$ cat src/rtl/l1d_miss_controller.sv
// L1D miss sequencer: serves hits in place, writes back dirty victims, refills 4-beat lines.
// Hit completes two edges after the request is sampled; misses add the memory burst time.
module l1d_miss_controller #(
   parameter int ADDR_W  = 32,
   parameter int DATA_W  = 32,
   parameter int TIMEOUT = 1023
) (
   input  logic              CLK,
   input  logic              RESET_N,
   input  logic              cpu_load,
   input  logic              cpu_store,
   input  logic [ADDR_W-1:0] cpu_addr,
   input  logic [DATA_W-1:0] cpu_wdata,
   output logic              cpu_ready,
   output logic              cpu_err,
   output logic [DATA_W-1:0] cpu_rdata,
   input  logic              tag_hit,
   input  logic              tag_dirty,
   input  logic [ADDR_W-1:0] victim_addr,
   output logic [1:0]        arr_word_sel,
   input  logic [DATA_W-1:0] arr_rd_data,
   output logic              arr_wr,
   output logic [DATA_W-1:0] arr_wdata,
   output logic              tag_update,
   output logic              tag_set_dirty,
   output logic              mem_valid,
   output logic              mem_load,
   output logic              mem_store,
   output logic [ADDR_W-1:0] mem_addr,
   input  logic              mem_ack_addr,
   input  logic              mem_ready,
   input  logic [DATA_W-1:0] mem_rdata,
   output logic [DATA_W-1:0] mem_wdata,
   output logic [3:0]        mem_ack_data
);

   localparam int TW = $clog2(TIMEOUT + 1);

   typedef enum logic [3:0] {
      IDLE, LOOKUP, WB_ADDR, WB_DATA, RF_ADDR, RF_DATA, UPDATE, DONE, ERR
   } state_t;

   state_t              state, nxt;
   logic [ADDR_W-1:2]   lat_addr;
   logic                lat_store;
   logic [DATA_W-1:0]   lat_wdata;
   logic [1:0]          beat;
   logic [TW-1:0]       timer;
   logic                in_mem, addr_st, data_st, mem_evt, timed_out;
   logic                store_hit, rf_beat;
   logic                unused_bits;

   assign unused_bits = ^{cpu_addr[1:0], victim_addr[3:0]};

   assign addr_st   = (state == WB_ADDR) || (state == RF_ADDR);
   assign data_st   = (state == WB_DATA) || (state == RF_DATA);
   assign in_mem    = addr_st || data_st;
   // Only handshakes relevant to the current state count as progress.
   assign mem_evt   = (addr_st && mem_ack_addr) || (data_st && mem_ready);
   assign timed_out = in_mem && !mem_evt && (timer == TW'(TIMEOUT));

   always_comb begin
      nxt = state;
      case (state)
         IDLE:    if (cpu_load && cpu_store)      nxt = ERR;
                  else if (cpu_load || cpu_store) nxt = LOOKUP;
         LOOKUP:  if (tag_hit)        nxt = DONE;
                  else if (tag_dirty) nxt = WB_ADDR;
                  else                nxt = RF_ADDR;
         WB_ADDR: if (mem_ack_addr)                nxt = WB_DATA;
         WB_DATA: if (mem_ready && beat == 2'd3)   nxt = RF_ADDR;
         RF_ADDR: if (mem_ack_addr)                nxt = RF_DATA;
         RF_DATA: if (mem_ready && beat == 2'd3)   nxt = UPDATE;
         UPDATE:  nxt = LOOKUP;
         DONE:    nxt = IDLE;
         ERR:     nxt = IDLE;
         default: nxt = IDLE;
      endcase
      if (timed_out)
         nxt = ERR;
   end

   always_ff @(posedge CLK or negedge RESET_N) begin
      if (!RESET_N) begin
         state      <= IDLE;
         lat_addr   <= '0;
         lat_store  <= 1'b0;
         lat_wdata  <= '0;
         beat       <= 2'd0;
         timer      <= '0;
         cpu_ready  <= 1'b0;
         cpu_err    <= 1'b0;
         cpu_rdata  <= '0;
         tag_update <= 1'b0;
         mem_valid  <= 1'b0;
         mem_load   <= 1'b0;
         mem_store  <= 1'b0;
         mem_addr   <= '0;
      end else begin
         state <= nxt;
         if (state == IDLE && (cpu_load ^ cpu_store)) begin
            lat_addr  <= cpu_addr[ADDR_W-1:2];
            lat_store <= cpu_store;
            lat_wdata <= cpu_wdata;
         end
         if (state == LOOKUP && tag_hit && !lat_store)
            cpu_rdata <= arr_rd_data;

         if (nxt != state)
            beat <= 2'd0;
         else if (data_st && mem_ready)
            beat <= beat + 2'd1;

         if (nxt != state || mem_evt || !in_mem)
            timer <= '0;
         else
            timer <= timer + 1'b1;

         // Outputs are registered from the next state so they line up with it.
         cpu_ready  <= (nxt == DONE) || (nxt == ERR);
         cpu_err    <= (nxt == ERR);
         tag_update <= (nxt == UPDATE);
         mem_valid  <= (nxt == WB_ADDR) || (nxt == WB_DATA) ||
                       (nxt == RF_ADDR) || (nxt == RF_DATA);
         mem_store  <= (nxt == WB_ADDR) || (nxt == WB_DATA);
         mem_load   <= (nxt == RF_ADDR) || (nxt == RF_DATA);

         if (nxt == WB_ADDR && state == LOOKUP)
            mem_addr <= {victim_addr[ADDR_W-1:4], 4'b0000};
         else if (nxt == WB_ADDR || nxt == WB_DATA)
            mem_addr <= mem_addr;
         else if (nxt == RF_ADDR || nxt == RF_DATA)
            mem_addr <= {lat_addr[ADDR_W-1:4], 4'b0000};
         else
            mem_addr <= '0;
      end
   end

   assign store_hit = (state == LOOKUP) && tag_hit && lat_store;
   assign rf_beat   = (state == RF_DATA) && mem_ready;

   always_comb begin
      arr_word_sel = 2'd0;
      if (state == LOOKUP)
         arr_word_sel = lat_addr[3:2];
      else if (data_st)
         arr_word_sel = beat;
   end

   assign arr_wr        = store_hit || rf_beat;
   assign arr_wdata     = rf_beat ? mem_rdata : (store_hit ? lat_wdata : '0);
   assign tag_set_dirty = store_hit;
   assign mem_wdata     = (state == WB_DATA) ? arr_rd_data : '0;
   assign mem_ack_data  = rf_beat ? (4'b0001 << beat) : 4'b0000;

endmodule

$ cat config.mk
export PLATFORM = sky130hd
export DESIGN_NAME = l1d_miss_controller
export DESIGN_NICKNAME = d
export VERILOG_FILES = /design/src/rtl/l1d_miss_controller.sv
export SDC_FILE = /design/constraint.sdc
export NUM_CORES = 1
export LEC_CHECK = 0
export BUFFER_PORTS_ARGS = -buffer_cell sky130_fd_sc_hd__buf_2
export CORE_ASPECT_RATIO = 0.7
export CORE_MARGIN = 3
export CORE_UTILIZATION = 48
export CTS_CLUSTER_DIAMETER = 40
export DETAILED_ROUTE_END_ITERATION = 6
export PLACE_DENSITY = 0.81
export SLEW_MARGIN = 20
export SYNTH_ARGS = -nofsm -noshare
export SYNTH_HDL_FRONTEND = slang
export SYNTH_SLANG_ARGS = --single-unit
$ cat constraint.sdc
create_clock -name CLK -period 3.8 [get_ports CLK]
set_input_delay 1.14 -clock CLK [delete_from_list [all_inputs] [get_ports CLK]]
set_output_delay 1.14 -clock CLK [all_outputs]
set_load 0.05 [all_outputs]
==> impl_metrics.csv <==
group,metric,value,unit
clocking,htree_levels,4,
finish,fill_cells,1064,
finish,final_common_cell,"buf_2",
sta,hold_violations,0,
clocking,post_cts_resized,0,
sta,report.final.slew_viol_count,0,
clocking,cts_buffers,17,
finish,n_antenna_cell,0,
global_routing,grt_use_total,0.225,
setup_path,startpoint,"state[1]$_DFF_PN0_",
setup_path,crit_cells,5,
finish,layout-drive-gt1-share,0.501,
setup_path,worst_r2r_path_depth,6,
synth,synth_top_area_frac,0.528,
setup_path,slowest_stage,"dfrtp_1",
clocking,cts_tree,"done",
finish,final_nets,1053,
min_path,hp-class,"register to register",
global_routing,grt_pass1_wl,28000,um
clocking,clk_latency,410,ps
die,ios,310,
sta,fmax,278,MHz
synth,synthCells,586,
setup_path,crit_required,2660,ps
setup_path,max_stage_delay,600,ps
clocking,clock_path_buffers,2,
placed_design,portBuffers,299,
sta,rsz0062_at_grt,"false",
finish,synthToLayoutAreaGrowth,32.9,%
power_and_ir_drop,power.total,7.96,mW
route,antenna_left,0,
sta,relSlewSlack,0.452,
global_routing,antenna_found_initial,1,
placed_design,preCtsSetupSlack,252,ps
setup_path,timing.rr.start,"state[1]$_DFF_PN0_",
die,initial_utilization,0.507,
setup_path,startpoint_type,"register",
placed_design,dpl_cell_area,0.00857,mm2
die,row_count,35,
sta,hold_slack,489,ps
clocking,clock_sinks,145,
route,wl_per_cell,16.8,um
sta,period_needed,3600,ps
finish,finalInstanceArea,0.00914,mm2
route,routed-wl-met2,8900,um
clocking,ctsHoldBuffers,0,
synth,avgSynthCellArea,11.7,um2
route,drt_iter0_drc,335,
route,wl_met3,1590,um
sta,worstMarginPinSlew,822,ps
setup_path,cp_cell_sequence,"nand2b_1 -> nor3_2 -> buf_12 -> a22o_1 -> buf_2",
synth,async_flop_share,1.00,
placed_design,gp_congestion,0.864,
synth,synth_area,0.00688,mm2
clocking,postCtsSetupBuffers,0,
setup_path,endpoint,"arr_wdata[21]",
setup_path,reg2reg_to,"mem_addr[8]$_DFFE_PN0P_",
route,wirelength,18100,um
setup_path,end_kind,"output pin",
sta,fin_crit_sh,0.947,
route,drc_errors,0,
global_routing,grt_max_degree,87,
synth,synth-seq-cells,145,
power_and_ir_drop,p_per_area,871,mW/mm2
flow_run,max_cap_viol_count,0,
synth,synth_warnings,0,
route,highest_layer,"met5",
setup_path,cp_num_buf_inv,2,
route,firstDrtPassIters,5,
power_and_ir_drop,leakagePower,4.75,nW
clocking,root_buffer,"clkbuf_16",
setup_path,critical_path_class,"register to output pin",
route,vias,5512,
setup_path,worstPathArrival,2460,ps
route,drt-vias-per-instance,5.12,
die,die_x,149,um
synth,ys.flop_type,"dfrtp_1",
clocking,clk_pin_slew,60,ps
outcome,status,"complete, no violations",
synth,seq_area_frac_synth,0.528,
power_and_ir_drop,vdd_drop_max,532,uV
setup_path,r2r_slack,1220,ps
route,wl_met1,7280,um
setup_path,cpLargestDelayFamily,"simple AND/OR/NAND/NOR gates",
die,die_y,106,um
die,core_area,0.0136,mm2
sta,finalSetupViolCount,0,
synth,synthTopCellsByArea,"dfrtp_1, mux2_2, o221ai_2",
sta,setup_ws,201,ps
synth,synth_edf_count,0,
global_routing,overflow,0,
finish,mostFrequentLayoutCells,"buf_2, dfrtp_1, mux2_2",
synth,yosysTopAreaCell,"dfrtp_1",
sta,clock_skew,8.36,ps
synth,synth.distinct_cells,47,
sta,fin_tns_setup,0,ps
setup_path,crit_fanout,35,
die,die_area,0.0158,mm2
global_routing,grt_pass1_vias,5396,
placed_design,dpl.hpwl,13400,um
-- synth_stat cells, types with 5 or more instances --
cell and instances:
nand2_1 38, clkbuf_1 20, nor3_1 9, nor2_1 22, dfrtp_1 145, buf_2 6, inv_1 66, mux2_1 22
o21ai_0 5, a22o_1 32, a21oi_1 7, and2_1 36, ha_1 7, buf_4 7, o221ai_1 8, xnor2_1 6
o221ai_2 20, nand3_1 6, mux2_2 74
-- how the worst min path moves through the flow --
stage                                     to  slack [ps]                      from  cells past startpoint
global route              timer[0]$_DFF_PN0_         500        timer[0]$_DFF_PN0_                      1
finish                    timer[0]$_DFF_PN0_         490        timer[0]$_DFF_PN0_                      1
CTS                       timer[0]$_DFF_PN0_         490        timer[0]$_DFF_PN0_                      1
detailed placement  lat_addr[12]$_DFFE_PN0P_         480  lat_addr[12]$_DFFE_PN0P_                      1
global placement    cpu_rdata[7]$_DFFE_PN0P_         470  cpu_rdata[7]$_DFFE_PN0P_                      1
floorplan                 timer[0]$_DFF_PN0_         460        timer[0]$_DFF_PN0_                      1
-- worst register-to-register path, delay by kind of cell, from the launching register on --
kind,cells,cell delay [ps]
flops,1,720
xor+xnor,1,230
simple gates,3,870
compound gates,1,220
buf+inv,1,390
-- layer usage --
layer / vias to the layer above / track usage
li1: 2591 / -
met2: 237 / 0.375
met1: 2656 / 0.283
met3: 26 / 0.0716
met5: - / 0
met4: 2 / 0.0660
-- metrics by stage --
stage	utilization	cells
2_1_floorplan	-	589
3_3_place_gp	0.631	1044
3_5_place_dp	0.631	1044
4_1_cts	0.673	1076
5_1_grt	0.673	1076
6_report	0.673	1076
-- kinds of logic (layout without fill, tap and decap cells) --
family | after synthesis | count (layout) | share of synthesized area
flops | 145 | 145 | 0.528
other cells | 1 | 4 | 0.000545
fa+ha+maj | 7 | 7 | 0.0127
xor+xnor | 8 | 8 | 0.0102
simple gates | 139 | 139 | 0.108
mux | 99 | 99 | 0.162
buf+inv | 105 | 407 | 0.0644
compound gates | 82 | 82 | 0.115
-- registers in the layout, summed over array words and instances (netlist names) --
register and flops:
cpu_rdata 32, lat_wdata 32, lat_addr 30, mem_addr 28
timer 10, state 4, beat 2, cpu_err 1
cpu_ready 1, lat_store 1, mem_load 1, mem_store 1
mem_valid 1, tag_update 1
-- final cells by class --
class                           instances  area (um2)  share of cell area
Sequential cell                       145        3630               0.397
Multi-Input combinational cell        339        2830               0.309
Timing Repair Buffer                  308        1630               0.179
Clock buffer                           17         425              0.0465
Inverter                               67         251              0.0275
Tap cell                              185         231              0.0253
Clock inverter                         15         146              0.0160
-- report_power, final --
part           switching [mW]  leakage [nW]  internal [mW]  total [mW]
Clock                   0.700         0.280          0.920        1.62
Sequential              0.413          1.78           2.24        2.65
Combinational            2.50          2.69           1.19        3.69
Total                    3.61          4.75           4.35        7.96
No activity file was read; power rests on OpenSTA's default activity.
